## src/rtl/rot_enc_pkg.sv

```systemverilog
// rot_enc_pkg: shared constants and types for the ASCII rotation-word encoder.
// ASCII byte codes, parser state enum, error codes and direction encoding.
package rot_enc_pkg;

  // ASCII bytes the parser cares about
  localparam logic [7:0] CH_R  = 8'h52;
  localparam logic [7:0] CH_L  = 8'h4C;
  localparam logic [7:0] CH_NL = 8'h0A;
  localparam logic [7:0] CH_CR = 8'h0D;
  localparam logic [7:0] CH_0  = 8'h30;
  localparam logic [7:0] CH_9  = 8'h39;

  // Sticky error codes; ERR_NONE whenever no error has been seen
  localparam logic [1:0] ERR_NONE  = 2'b00;
  localparam logic [1:0] ERR_BADCH = 2'b01;
  localparam logic [1:0] ERR_OVF   = 2'b10;
  localparam logic [1:0] ERR_TRUNC = 2'b11;

  // Direction bit in the packed word
  localparam logic DIR_R = 1'b0;
  localparam logic DIR_L = 1'b1;

  // Parser states; CR_SEEN is only reachable with CRLF support built in
  typedef enum logic [2:0] {
    EXP_DIR  = 3'd0,
    EXP_DIG1 = 3'd1,
    DIGITS   = 3'd2,
    EMIT     = 3'd3,
    DONE     = 3'd4,
    ERROR    = 3'd5,
    CR_SEEN  = 3'd6
  } rot_state_e;

  // True for '0'..'9'
  function automatic logic is_digit(input logic [7:0] c);
    return (c >= CH_0) && (c <= CH_9);
  endfunction

endpackage

```

## src/rtl/rot_dec_accum.sv

```systemverilog
// rot_dec_accum: one decimal-accumulate step, acc*10 + digit.
// The product is formed MAG_W+4 bits wide so the overflow test is exact;
// sum carries the low MAG_W bits, only meaningful when ovf is clear.
module rot_dec_accum #(
  parameter int MAG_W = 10
) (
  input  logic [MAG_W-1:0] acc,
  input  logic [3:0]       digit,
  output logic [MAG_W-1:0] sum,
  output logic             ovf
);

  logic [MAG_W+3:0] acc_ext;
  logic [MAG_W+3:0] wide;

  // acc*10 as (acc<<3)+(acc<<1), then add the digit; any high bit set means > 2^MAG_W-1
  always_comb begin
    acc_ext = {4'b0000, acc};
    wide    = (acc_ext << 3) + (acc_ext << 1) + {{MAG_W{1'b0}}, digit};
    sum     = wide[MAG_W-1:0];
    ovf     = |wide[MAG_W+3:MAG_W];
  end

endmodule

```

## src/rtl/rot_ascii_encoder.sv

```systemverilog
// rot_ascii_encoder: parses an ASCII stream of lines like "R26\n" / "L5\n"
// into packed words {dir, magnitude}, one byte in per cycle, one word out per line.
// Optional build macro: ROT_ENC_CRLF_EN (accept CRLF line endings).
module rot_ascii_encoder
  import rot_enc_pkg::*;
#(
  parameter int MAG_W = 10,
  parameter int CNT_W = 13
) (
  input  logic             clk,
  input  logic             rst,
  input  logic             in_valid,
  output logic             in_ready,
  input  logic [7:0]       in_data,
  input  logic             in_last,
  output logic             out_valid,
  input  logic             out_ready,
  output logic [MAG_W:0]   out_data,
  output logic [CNT_W-1:0] word_count,
  output logic             done,
  output logic             err,
  output logic [1:0]       err_code
);

  rot_state_e       state, state_nxt;
  logic             dir, dir_nxt;
  logic [MAG_W-1:0] acc, acc_nxt;
  logic             pend_last, pend_nxt;
  logic [1:0]       code_q, code_nxt;
  logic [CNT_W-1:0] wc_q, wc_nxt;

  logic [MAG_W-1:0] mac_sum;
  logic             mac_ovf;
  logic             byte_acc;
  logic             is_dig;

  rot_dec_accum #(.MAG_W(MAG_W)) u_accum (
    .acc   (acc),
    .digit (in_data[3:0]),
    .sum   (mac_sum),
    .ovf   (mac_ovf)
  );

  // State and datapath registers; reset discards any half-parsed line
  always_ff @(posedge clk) begin
    if (rst) begin
      state     <= EXP_DIR;
      dir       <= DIR_R;
      acc       <= '0;
      pend_last <= 1'b0;
      code_q    <= ERR_NONE;
      wc_q      <= '0;
    end else begin
      state     <= state_nxt;
      dir       <= dir_nxt;
      acc       <= acc_nxt;
      pend_last <= pend_nxt;
      code_q    <= code_nxt;
      wc_q      <= wc_nxt;
    end
  end

  // Next-state and outputs; the word is a pure function of registered dir/acc so it holds while stalled
  always_comb begin
    state_nxt = state;
    dir_nxt   = dir;
    acc_nxt   = acc;
    pend_nxt  = pend_last;
    code_nxt  = code_q;
    wc_nxt    = wc_q;

    in_ready  = (state != EMIT);
    out_valid = (state == EMIT);
    out_data  = out_valid ? {dir, acc} : '0;
    done      = (state == DONE);
    err       = (state == ERROR);
    err_code  = code_q;

    byte_acc  = in_valid && in_ready;
    is_dig    = is_digit(in_data);

    case (state)
      EXP_DIR: if (byte_acc) begin
        if (in_data == CH_R || in_data == CH_L) begin
          if (in_last) begin
            state_nxt = ERROR;
            code_nxt  = ERR_TRUNC;
          end else begin
            dir_nxt   = (in_data == CH_L) ? DIR_L : DIR_R;
            acc_nxt   = '0;
            state_nxt = EXP_DIG1;
          end
        end else if (in_data == CH_NL) begin
          if (in_last) state_nxt = DONE;
`ifdef ROT_ENC_CRLF_EN
        end else if (in_data == CH_CR) begin
          // CR of a CRLF blank line; only ends the stream if it is the last byte
          if (in_last) state_nxt = DONE;
`endif
        end else begin
          state_nxt = ERROR;
          code_nxt  = ERR_BADCH;
        end
      end

      EXP_DIG1: if (byte_acc) begin
        if (is_dig) begin
          acc_nxt   = {{(MAG_W-4){1'b0}}, in_data[3:0]};
          pend_nxt  = in_last;
          state_nxt = in_last ? EMIT : DIGITS;
        end else if (in_data == CH_NL) begin
          state_nxt = ERROR;
          code_nxt  = ERR_TRUNC;
        end else begin
          state_nxt = ERROR;
          code_nxt  = ERR_BADCH;
        end
      end

      DIGITS: if (byte_acc) begin
        if (is_dig) begin
          if (mac_ovf) begin
            state_nxt = ERROR;
            code_nxt  = ERR_OVF;
          end else begin
            acc_nxt = mac_sum;
            if (in_last) begin
              pend_nxt  = 1'b1;
              state_nxt = EMIT;
            end
          end
        end else if (in_data == CH_NL) begin
          pend_nxt  = in_last;
          state_nxt = EMIT;
`ifdef ROT_ENC_CRLF_EN
        end else if (in_data == CH_CR) begin
          // A trailing CR on the final byte terminates the line by itself
          if (in_last) begin
            pend_nxt  = 1'b1;
            state_nxt = EMIT;
          end else begin
            state_nxt = CR_SEEN;
          end
`endif
        end else begin
          state_nxt = ERROR;
          code_nxt  = ERR_BADCH;
        end
      end

`ifdef ROT_ENC_CRLF_EN
      CR_SEEN: if (byte_acc) begin
        if (in_data == CH_NL) begin
          pend_nxt  = in_last;
          state_nxt = EMIT;
        end else begin
          state_nxt = ERROR;
          code_nxt  = ERR_BADCH;
        end
      end
`endif

      EMIT: if (out_ready) begin
        wc_nxt    = wc_q + 1'b1;
        state_nxt = pend_last ? DONE : EXP_DIR;
      end

      // DONE and ERROR drain input forever; nothing changes until reset
      DONE:    state_nxt = DONE;
      ERROR:   state_nxt = ERROR;
      default: state_nxt = state;
    endcase
  end

  assign word_count = wc_q;

endmodule

```

## config.mk

```make
export PLATFORM = sky130hd
export DESIGN_NAME = rot_ascii_encoder
export DESIGN_NICKNAME = d
export VERILOG_FILES = /design/src/rtl/rot_enc_pkg.sv /design/src/rtl/rot_dec_accum.sv /design/src/rtl/rot_ascii_encoder.sv
export SDC_FILE = /design/constraint.sdc
export NUM_CORES = 1
export LEC_CHECK = 0
export BUFFER_PORTS_ARGS = -buffer_cell sky130_fd_sc_hd__buf_4
export CORE_UTILIZATION = 58
export CTS_BUF_LIST = sky130_fd_sc_hd__clkbuf_8
export DETAILED_ROUTE_END_ITERATION = 12
export PLACE_DENSITY = 0.83
export SYNTH_ARGS = -nofsm -noshare
export SYNTH_HDL_FRONTEND = slang
export SYNTH_SLANG_ARGS = --single-unit
```

## constraint.sdc

```tcl
create_clock -name clk -period 4.5 [get_ports clk]
set_clock_uncertainty 0.15 [all_clocks]
set_input_delay 0.675 -clock clk [delete_from_list [all_inputs] [get_ports clk]]
set_output_delay 0.675 -clock clk [all_outputs]
set_load 0.1 [all_outputs]
```

==> results_dict.tcl <==
set metrics [dict create \
    netlist_instances 296 \
    fin_tns_setup_ns 0 \
    path_class "input port to register" \
    drtIter0Drc 198 \
    drv_slew 0 \
    crit_chain "buf_4 -> inv_1 -> fa_1 -> inv_1 -> fa_1 -> a21o_1 -> a221oi_1 -> buf_4 -> nor3_1 -> a311oi_1 -> or4b_4 -> o311ai_1 -> o21bai_2 -> mux2i_1" \
    yosysWarnings 0 \
    cp_top_family "compound AO/OA/AOI/OAI gates" \
    numCtsBuffers 5 \
    fmax_mhz 253 \
    hp-class "register to register" \
    cts-resized-gates 0 \
    synth.distinct_cells 58 \
    layout_min_cycle_time_ns 3.95 \
    synth-compound-area-share_pct 22.0 \
    grt.busiest_layer "met2" \
    die_w_um 65.6 \
    cts_sinks 30 \
    p_clk_share_pct 48.4 \
    num-nets-final 367 \
    post-route-drc-count 0 \
    p_switching_mw 0.185 \
    cp_num_cells 14 \
    netlist.area_leader.share_pct 25.6 \
    cts-hold-fix-buffers 0 \
    ys_ff_latch 30 \
    p_int_mw 0.535 \
    crit_fanout 6 \
    clkLatencyLatePin_ns 0.29 \
    pwr-share-comb_pct 12.3 \
    min_path_cells 2 \
    track_usage_pct 29.6 \
    grt_max_degree 31 \
    synthArstFlopShare_pct 0 \
    p_leak_nw 1.26 \
    postCtsSetupBuffers 0 \
    vias 2343 \
    timing.final.crit_share_pct 87.8 \
    crit_arrival_ns 4.02 \
    initial_core_util_pct 62.2 \
    vias_per_cell 6.15 \
    synth_xor_area_share_pct 4.85 \
    grt_use_met2_pct 47.9 \
    max_stage_delay_ns 0.55 \
    synthAdderAreaFrac_pct 12.4 \
    grt_pass1_vias 2079 \
    ir_drop_uv 182 \
    synth_area_leaders "dfxtp_1 26%, ha_1 11%, nor2_1 6.6%" \
    synth_top_family_by_area "simple AND/OR/NAND/NOR gates" \
    power.share.sequential_pct 39.4 \
    end_kind "register" \
    met3_usage_pct 4.86 \
    clockBufferDepth 2 \
    design.core.area_um2 3770 \
    port_buffers 42 \
    synth_ff_type "dfxtp_1" \
    total_power_mw 0.720 \
    worstSetupStartpointType "input port" \
    synth_area_leader_cell "dfxtp_1" \
    detail_route.first_pass.iterations 4 \
    switching_share_pct 25.7 \
    diodes 0 \
    synth_fp_nets 331 \
    yosys.area_share.simple_pct 26.7 \
    worst_pin_slew_ns 0.895 \
    dp_hpwl_mm 4.20 \
    htree_levels 2 \
    row_count 22 \
    gp_congestion 0.860 \
    overflow 0 \
    relSlewSlack_pct 40.3 \
    grt_pass1_wl_mm 9.68 \
    synth_edf_count 0 \
    rr_worst_depth 13 \
    p_per_area_nw_per_um2 256 \
    area_growth_pct 20.1 \
    required_ns 4.57 \
    wire_per_inst_um 15.8 \
    synth_area_um2 2350 \
    slowest_stage "or4b_4" \
    dieHeight_um 65.6 \
    grtUsageMet1_pct 38.5 \
    cp.buffers_inverters 4 \
    ant_nets 0 \
    outcome "completed" \
    ys_seq_area_share_pct 25.6 \
    die_area_um2 4300 \
    drt_wl_total_mm 6.03 \
    setup_viol 0 \
    layout-drive-gt1-share_pct 17.7 \
    cts_tree "yes" \
    rsz0062_at_grt "no" \
    layout_commonest_cell "buf_4" \
    ioPinCount 43 \
    syn_avg_cell_area_um2 7.93 \
    max-cap-violations 0 \
    hold_viol 0 \
    cts-root-buf "clkbuf_8" \
    final_cell_mix "43 x buf_4, 41 x nor2_1, 30 x dfxtp_1" \
    synthMuxAreaShare_pct 4.32 \
    antenna_found_initial 0 \
    clk_pin_slew_worst_paths_ns 0.07 \
]
## synthesized netlist by cell type, drive strengths merged (2+ instances only)
| library cell | instances |
|---|---|
| o21ai | 13 |
| fa | 2 |
| nand4 | 4 |
| a22oi | 2 |
| and4 | 2 |
| nand2 | 21 |
| a21boi | 2 |
| nand2b | 3 |
| xor2 | 10 |
| a31oi | 2 |
| or4b | 2 |
| a31o | 2 |
| inv | 12 |
| nor2b | 5 |
| a211o | 2 |
| nor3 | 5 |
| xnor2 | 3 |
| dfxtp | 30 |
| and3 | 15 |
| o21a | 4 |
| ha | 20 |
| a21oi | 20 |
| o2111ai | 2 |
| or3 | 5 |
| clkbuf | 11 |
| buf | 3 |
| mux2i | 9 |
| a221oi | 4 |
| o311ai | 2 |
| nor2 | 41 |
| or4 | 2 |
| and2 | 3 |
| o211ai | 4 |
| a21o | 4 |
| o31ai | 2 |
| or4bb | 2 |
| nand3 | 6 |
## state kept, by name, summed over array words and instances, names as in the netlist
signal and count:
word_count 13, pend_last 1, state 3, err_code 2, acc 10, dir 1
## path summary, 6_finish.rpt
kind	from	end	slack [ns]
max	in_data[3]	pend_last	0.55
min	pend_last	pend_last	0.33
max reg2reg	acc[2]	pend_last	0.69
min reg2reg	pend_last	pend_last	0.33
## cell type report
class | count | area (um2)
Inverter | 12 | 45.0
Clock buffer | 6 | 82.6
Multi-Input combinational cell | 240 | 1650
Fill cell | 288 | 953
Clock inverter | 2 | 60.1
Timing Repair Buffer | 43 | 323
Tap cell | 48 | 60.1
Sequential cell | 30 | 601
## metal layers
layer  share of wire [%]  vias to the layer above
met5                   0                        -
met4                 1.7                        0
met3                 6.9                       10
met2                  46                       93
met1                  45                     1084
li1                    -                     1156
## cells by family after synthesis
| logic type | count (synthesis) |
|---|---|
| and+or+nand+nor | 121 |
| AOI/OAI and AO/OA | 74 |
| DFF | 30 |
| buffers and inverters | 26 |
| adders and majority gates | 22 |
| xor gates and xnor gates | 13 |
| muxes | 10 |
## worst min-delay path, stage by stage, from the launching register on
cell and delay, ns:
dfxtp_1 0.32, nand2_1 0.06, mux2i_1 0.06
## through the flow
step	std cells	area, um2	setup slack, ns	hold WS, ns	util (%)
final	381	2820	0.549	0.330	74.7
after global routing	381	2820	0.331	0.349	74.7
after CTS	381	2820	0.567	0.317	74.7
after detailed placement	373	2680	0.284	0.307	70.9
after global placement	373	2680	0.369	0.296	70.9
after floorplan	296	2350	-0.140	0.289	-
## power by group through the flow
stage | sequential, mW | combinational (mW) | clock (mW)
4_1_cts | 0.283 | 0.0875 | 0.351
5_1_grt | 0.285 | 0.0943 | 0.363
3_3_place_gp | 0.288 | 0.0859 | 0
3_5_place_dp | 0.289 | 0.0872 | 0
2_1_floorplan | 0.291 | 0.0564 | 0
6_report | 0.284 | 0.0885 | 0.348
(Power assumes the default switching activity.)
